$ cat src/rtl/clock_step_controller.sv
// Core clock-enable scheduler: halt, free-run at a divisor, single-step
// and N-pulse burst. Ports: CLK/RESET, halt_req, cmd_* handshake,
// core_ce pulse, state, burst_left and the ce_count pulse counter.
module clock_step_controller #(
  parameter int CNT_W       = 16,
  parameter int DEFAULT_DIV = 2,
  parameter int CE_CNT_W    = 32
) (
  input  logic                CLK,
  input  logic                RESET,
  input  logic                halt_req,
  input  logic                cmd_valid,
  output logic                cmd_ready,
  input  logic [1:0]          cmd_op,
  input  logic [CNT_W-1:0]    cmd_arg,
  output logic                core_ce,
  output logic [1:0]          state,
  output logic [CNT_W-1:0]    burst_left,
  output logic [CE_CNT_W-1:0] ce_count
);

  typedef enum logic [1:0] {
    S_HALT  = 2'b00,
    S_RUN   = 2'b01,
    S_STEP  = 2'b10,
    S_BURST = 2'b11
  } st_e;

  st_e              st, st_n;
  logic [CNT_W-1:0] ph, ph_n;
  logic [CNT_W-1:0] div, div_n;
  logic [CNT_W-1:0] bl, bl_n;
  logic             ce_n;
  logic             accept;
  logic             due;

  assign cmd_ready  = !halt_req && (st == S_HALT || st == S_RUN);
  assign accept     = cmd_valid && cmd_ready;
  assign state      = st;
  assign burst_left = bl;

  // div is never 0, so div-1 cannot underflow.
  assign due = (ph == div - CNT_W'(1));

  always_comb begin
    st_n  = st;
    ph_n  = ph;
    div_n = div;
    bl_n  = bl;
    ce_n  = 1'b0;
    if (halt_req) begin
      st_n = S_HALT;
      ph_n = '0;
      bl_n = '0;
    end else if (accept) begin
      // A new command restarts the phase and swallows any due pulse.
      ph_n = '0;
      unique case (st_e'(cmd_op))
        S_HALT: st_n = S_HALT;
        S_RUN: begin
          div_n = (cmd_arg == '0) ? CNT_W'(1) : cmd_arg;
          st_n  = S_RUN;
        end
        S_STEP: st_n = S_STEP;
        S_BURST: begin
          bl_n = cmd_arg;
          st_n = (cmd_arg == '0) ? S_HALT : S_BURST;
        end
      endcase
    end else begin
      unique case (st)
        S_HALT: ;
        S_RUN: begin
          ce_n = due;
          ph_n = due ? '0 : ph + CNT_W'(1);
        end
        S_STEP: begin
          ce_n = 1'b1;
          st_n = S_HALT;
        end
        S_BURST: begin
          ce_n = due;
          ph_n = due ? '0 : ph + CNT_W'(1);
          if (due) begin
            bl_n = bl - CNT_W'(1);
            if (bl == CNT_W'(1)) st_n = S_HALT;
          end
        end
      endcase
    end
  end

  always_ff @(posedge CLK or posedge RESET) begin
    if (RESET) begin
      st       <= S_HALT;
      ph       <= '0;
      div      <= CNT_W'(DEFAULT_DIV);
      bl       <= '0;
      core_ce  <= 1'b0;
      ce_count <= '0;
    end else begin
      st      <= st_n;
      ph      <= ph_n;
      div     <= div_n;
      bl      <= bl_n;
      core_ce <= ce_n;
      if (ce_n) ce_count <= ce_count + CE_CNT_W'(1);
    end
  end

endmodule

$ cat config.mk
export PLATFORM = sky130hd
export DESIGN_NAME = clock_step_controller
export DESIGN_NICKNAME = d
export VERILOG_FILES = /design/src/rtl/clock_step_controller.sv
export SDC_FILE = /design/constraint.sdc
export NUM_CORES = 1
export LEC_CHECK = 0
export BUFFER_PORTS_ARGS = -buffer_cell sky130_fd_sc_hd__buf_2
export CORE_MARGIN = 4
export CORE_UTILIZATION = 57
export DETAILED_ROUTE_END_ITERATION = 10
export PLACE_DENSITY = 0.87
export SYNTH_ARGS = -nofsm -noshare
export SYNTH_HDL_FRONTEND = slang
export SYNTH_SLANG_ARGS = --single-unit
export TNS_END_PERCENT = 50
$ cat constraint.sdc
create_clock -name CLK -period 4.2 [get_ports CLK]
set_input_delay 0.21 -clock CLK [delete_from_list [all_inputs] [get_ports CLK]]
set_output_delay 0.21 -clock CLK [all_outputs]
set_load 0.01 [all_outputs]
After elaboration in Yosys (flattened, before gate mapping)

Index checks and enable logic that the tools add are counted.

Multipliers: 0
$add $sub $neg: 4
Order comparisons: 0
Muxes and demuxes: 20
Bitwise logic cells: 1
Divide/modulo/power cells: 0
Eq/ne operators: 11
Reduce and logical (&&, ||, !) cells: 15
Shifts and indexed selects: 0

Operator list:

| operator                                                              | count |
|---|---|
| 16-bit two-way mux                                                    | 10 |
| 32-bit by 1-bit adder with 32-bit output (second input constant)      | 1 |
| 16-bit by 1-bit subtractor with 16-bit output (second input constant) | 2 |
| 16-bit by 1-bit adder with 16-bit output (second input constant)      | 1 |
| 16-bit by 1-bit == test with 1-bit output (second input constant)     | 1 |
| 16-bit == test                                                        | 1 |
| 16-bit zero test                                                      | 1 |
| 2-bit two-way mux                                                     | 5 |
| 3-bit AND reduction                                                   | 3 |
| 3-bit nonzero test                                                    | 3 |
| 2-bit == test (second input constant)                                 | 4 |
| 4-bit != test (second input constant)                                 | 2 |
| 2-bit one-hot mux with 4 select lines                                 | 1 |
| 2-bit by 1-bit == test with 1-bit output (second input constant)      | 2 |
| 2-bit zero test                                                       | 2 |
| 2-bit one-hot mux with 2 select lines                                 | 1 |
| 4-bit nonzero test                                                    | 1 |
| 3-bit by 2-bit != test with 1-bit output (second input constant)      | 1 |
| 1-bit logical AND                                                     | 2 |
| 1-bit two-way mux                                                     | 2 |
| 1-bit one-hot mux with 2 select lines                                 | 1 |
| 2-bit OR reduction                                                    | 1 |
| 1-bit zero test                                                       | 1 |
| 1-bit logical OR                                                      | 1 |
| 1-bit NOT                                                             | 1 |

Word-level logic and storage cells: 57
Bits in writable memories: 0
Bits in read-only memories: 0
Memories kept: 0
Latch bits: 0
Register bits: 83

Logic depth before layout (Yosys ltp)

Depth after elaboration: 6
Mapped depth: 11
Mapped depth without buffers: 11

Least setup slack after synthesis

No wires, ideal clock.

Path kind: register -> register
Start: register div[0]
End: register ce_count[28]
Period minus slack after synthesis: 3.124 ns
Setup slack: 1.076 ns
Arrival time: 3.045 ns
Data required time: 4.121 ns
Stages on the path, launching flop included: 12
Buffers on the path: 1
Setup time: 0.079 ns
Path through: dfrtp_1 > inv_1 > ha_1 > or4b_4 > or3_1 > a32oi_2 > o211ai_2 > nor4_4 > a31oi_4 > buf_6 > nor4_1 > xor2_1

Word-level cells in the longest chain between the ends: 5

RTL lines:

| element                                       | RTL line | source |
|---|---|---|
| start, declared                               | 31       | `logic [CNT_W-1:0] div, div_n;` |
| start signal, assigned                        | 97       | `div <= CNT_W'(DEFAULT_DIV);` |
| start signal, assigned                        | 104      | `div <= div_n;` |
| 16-bit by 1-bit subtractor with 16-bit output | 43       | `assign due = (ph == div - CNT_W'(1));` |
| 16-bit == test                                | 43       |  |
| 1-bit one-hot mux with 2 select lines         | 71       | `unique case (st)` |
| 1-bit two-way mux                             | 55       | `end else if (accept) begin` |
| 1-bit two-way mux                             | 51       | `if (halt_req) begin` |
| end signal, assigned                          | 107      | `if (ce_n) ce_count <= ce_count + CE_CNT_W'(1);` |
| end, declared                                 | 19       | `output logic [CE_CNT_W-1:0] ce_count` |

No other way between the ends.
A chain may end at the register's enable or synchronous reset.

Worst setup path after layout

Start: register div[0]
End: register ce_count[3]

Word-level cells in the longest chain between the ends: 5

RTL lines:

| element                                       | RTL line | source |
|---|---|---|
| 16-bit by 1-bit subtractor with 16-bit output | 43       |  |
| 16-bit == test                                | 43       |  |
| 1-bit one-hot mux with 2 select lines         | 71       |  |
| 1-bit two-way mux                             | 55       |  |
| 1-bit two-way mux                             | 51       |  |
| net ce_n                                      | 33       | `logic ce_n;` |

The timed path passes the listed nets, and every way through them passes these cells.

==> results_dict.tcl <==
set metrics [dict create \
    status "finished clean" \
    slew_violations 0 \
    yosysWarnings 0 \
    cts_buffers 9 \
    post-cts-setup-buffers 0 \
    min_period_ns 3.87 \
    grt_usage 0.260 \
    path_class "flip-flop to flip-flop" \
    cts_resized 0 \
    multi_input_area_mm2 0.00250 \
    ys_ff_latch 83 \
    clkTransAtPathRegs_ns 0.08 \
    hold_violations 0 \
    critPathSlowestCell "a31oi_4" \
    synth_nets 523 \
    row_count 32 \
    syn_area_mm2 0.00470 \
    setup_tns_ns 0 \
    power_leakage_nw 2.35 \
    final_common_cell "dfrtp_1" \
    dieArea_mm2 0.00976 \
    port_buffers 73 \
    gp_congestion 0.974 \
    whs_ns 0.101 \
    setup_viol 0 \
    ir_drop_uv 267 \
    grt_max_degree 47 \
    dr.pass1.iters 6 \
    synth_cell_type_count 62 \
    ios 74 \
    synth_area_per_cell_um2 9.47 \
    fmax_mhz 258 \
    layout_common_cells "82 x dfrtp_1, 73 x buf_2, 52 x nor2_1" \
    cap_violations 0 \
    die_height_um 98.8 \
    drtAntennaViolNets 0 \
    seq_area_mm2 0.00208 \
    die_w_um 98.8 \
    crit_fanout 25 \
    start_kind "flip-flop" \
    yosysSeqAreaShare 0.442 \
    final_area_mm2 0.00540 \
    dp_hpwl_um 8840 \
    slowest_delay_ns 0.62 \
    drc 0 \
    coreArea_mm2 0.00789 \
    grt_pass1_vias 4157 \
    cts_num_sinks 83 \
    met3_usage 0.0389 \
    placed_area_mm2 0.00517 \
    path_cells "inv_1, ha_1, or4b_4, nor4_1, nor3b_1, o221ai_1, nor4_4, a31oi_4, clkinv_1, and3_1, xor2_1" \
    rsz0062_at_grt "false" \
    globalRouteMet1Util 0.368 \
    grt_pass1_wl_um 20800 \
    tightest_slew_ns 0.736 \
    fin_skew_ns 0.00921 \
    grt_overflow 0 \
    required_ns 4.43 \
    final_nets 597 \
    totalWireLength_um 12300 \
    areaGrowthSynthToFinish_pct 14.9 \
    via_per_inst 6.33 \
    synthArstFlopShare 1.00 \
    cts_buffer_depth 2 \
    relSlewSlack 0.508 \
    grt_util_met2 0.408 \
    synthCells 496 \
    hold_class "input port to flip-flop" \
    antenna_cells 0 \
    cts_tree "yes" \
    powerDensity_mw_per_mm2 419 \
    drt_iter0_drc 418 \
    initial_utilization 0.596 \
    htreeDepth 3 \
    cp.arrival_ns 4.10 \
    root_buffer "clkbuf_8" \
    antenna_found_initial 0 \
    fillers 591 \
    synth_flop_cell "dfrtp_1" \
    min_period_over_period 0.921 \
    synth_edf_count 0 \
    via_count 4286 \
    critPathCaptureType "flip-flop" \
    layout-drive-gt1-share 0.217 \
    clk_latency_ns 0.36 \
    grt_busiest_layer "met2" \
    wl_per_cell_um 18.1 \
]
## worst max-delay path, delay by kind of cell (launching register included)
family | cells | cell delay (ns)
AOI/OAI and AO/OA | 2 | 0.99
adders and majority gates | 1 | 0.22
DFF | 1 | 0.44
buffers and inverters | 2 | 0.53
xor gates and xnor gates | 1 | 0.16
and+or+nand+nor | 5 | 1.39
## metal layers
| layer | up-vias | part of all wire |
|---|---|---|
| li1 | 1967 | - |
| met1 | 2070 | 0.43 |
| met2 | 217 | 0.48 |
| met3 | 32 | 0.072 |
| met4 | 0 | 0.019 |
| met5 | - | 0 |
## cell usage after synthesis, drive strengths merged, types with 2 or more instances
master,n,area share
a31oi,8,0.014
xor2,36,0.067
nor4,23,0.038
or3,3,0.0040
o22a,3,0.0056
ha,5,0.013
or4,4,0.0064
nand3,21,0.022
o2111ai,2,0.0037
mux2,14,0.034
inv,13,0.010
and3b,2,0.0037
nor4b,4,0.0075
nor3b,3,0.0048
o31ai,10,0.016
o211ai,2,0.0043
a31o,2,0.0037
nand2,37,0.030
and3,9,0.012
nand3b,2,0.0032
xnor2,22,0.041
o311ai,3,0.0056
nand2b,2,0.0027
nor3,23,0.026
o21ai,21,0.022
nor2,52,0.042
dfrtp,82,0.44
a21boi,2,0.0032
buf,5,0.0064
nand4,15,0.020
clkbuf,12,0.0096
and2,3,0.0040
and4,2,0.0037
nor2b,3,0.0040
a21oi,28,0.031
## final timing paths
path                                   start             to  slack [ns]  cells after the start
worst min register to register  ce_count[31]   ce_count[31]        0.47                      1
worst max-delay path                  div[0]    ce_count[3]        0.33                     11
min in group asynchronous              RESET  burst_left[7]        0.45                      3
max in group asynchronous              RESET         div[4]        2.70                      4
worst max register to register        div[0]    ce_count[3]        0.33                     11
worst min-delay path              cmd_arg[1]         div[1]        0.10                      3
## area by class of cell
class / instances / share of cell area
clock buffers: 9 / 0.0229
clock inverters: 7 / 0.0185
inverters: 14 / 0.00996
multi-input cells: 382 / 0.462
flip-flops and latches: 83 / 0.385
well taps: 102 / 0.0236
repair buffers: 80 / 0.0778
## through the flow
step | setup WS, ns | utilization | instances | power, mW
final | 0.331 | 0.685 | 677 | 2.26
after global routing | 0.0471 | 0.685 | 677 | 2.38
after CTS | 0.357 | 0.685 | 677 | 2.26
after detailed placement | 0.413 | 0.655 | 660 | 1.61
after global placement | 0.568 | 0.655 | 660 | 1.59
after floorplan | 1.08 | - | 496 | 1.41
## power by group
part | switching [mW] | internal (mW)
clock network | 0.312 | 0.338
logic | 0.326 | 0.233
registers | 0.157 | 0.897
## kinds of logic (layout without fill, tap and decap cells)
| logic type | after synthesis | after routing | share of synthesized area |
|---|---|---|---|
| muxes | 14 | 14 | 0.0336 |
| buffers and inverters | 31 | 110 | 0.0272 |
| DFF | 83 | 83 | 0.442 |
| and+or+nand+nor | 211 | 211 | 0.239 |
| AOI/OAI and AO/OA | 94 | 94 | 0.136 |
| adders and majority gates | 5 | 5 | 0.0133 |
| xor gates and xnor gates | 58 | 58 | 0.108 |
## state kept, by name, indices dropped and copies added, names as in the netlist
signal and cells:
burst_left 16, ce_count 32, core_ce 1, div 16
ph 16, state 2
## what timing repair did
action / 4_1_cts / 5_1_grt
endpoints found under the hold margin: 37 / 0
endpoints found under the setup margin: 0 / 0
hold buffers: 1 / 0
Power figures use the tool's default switching activity.
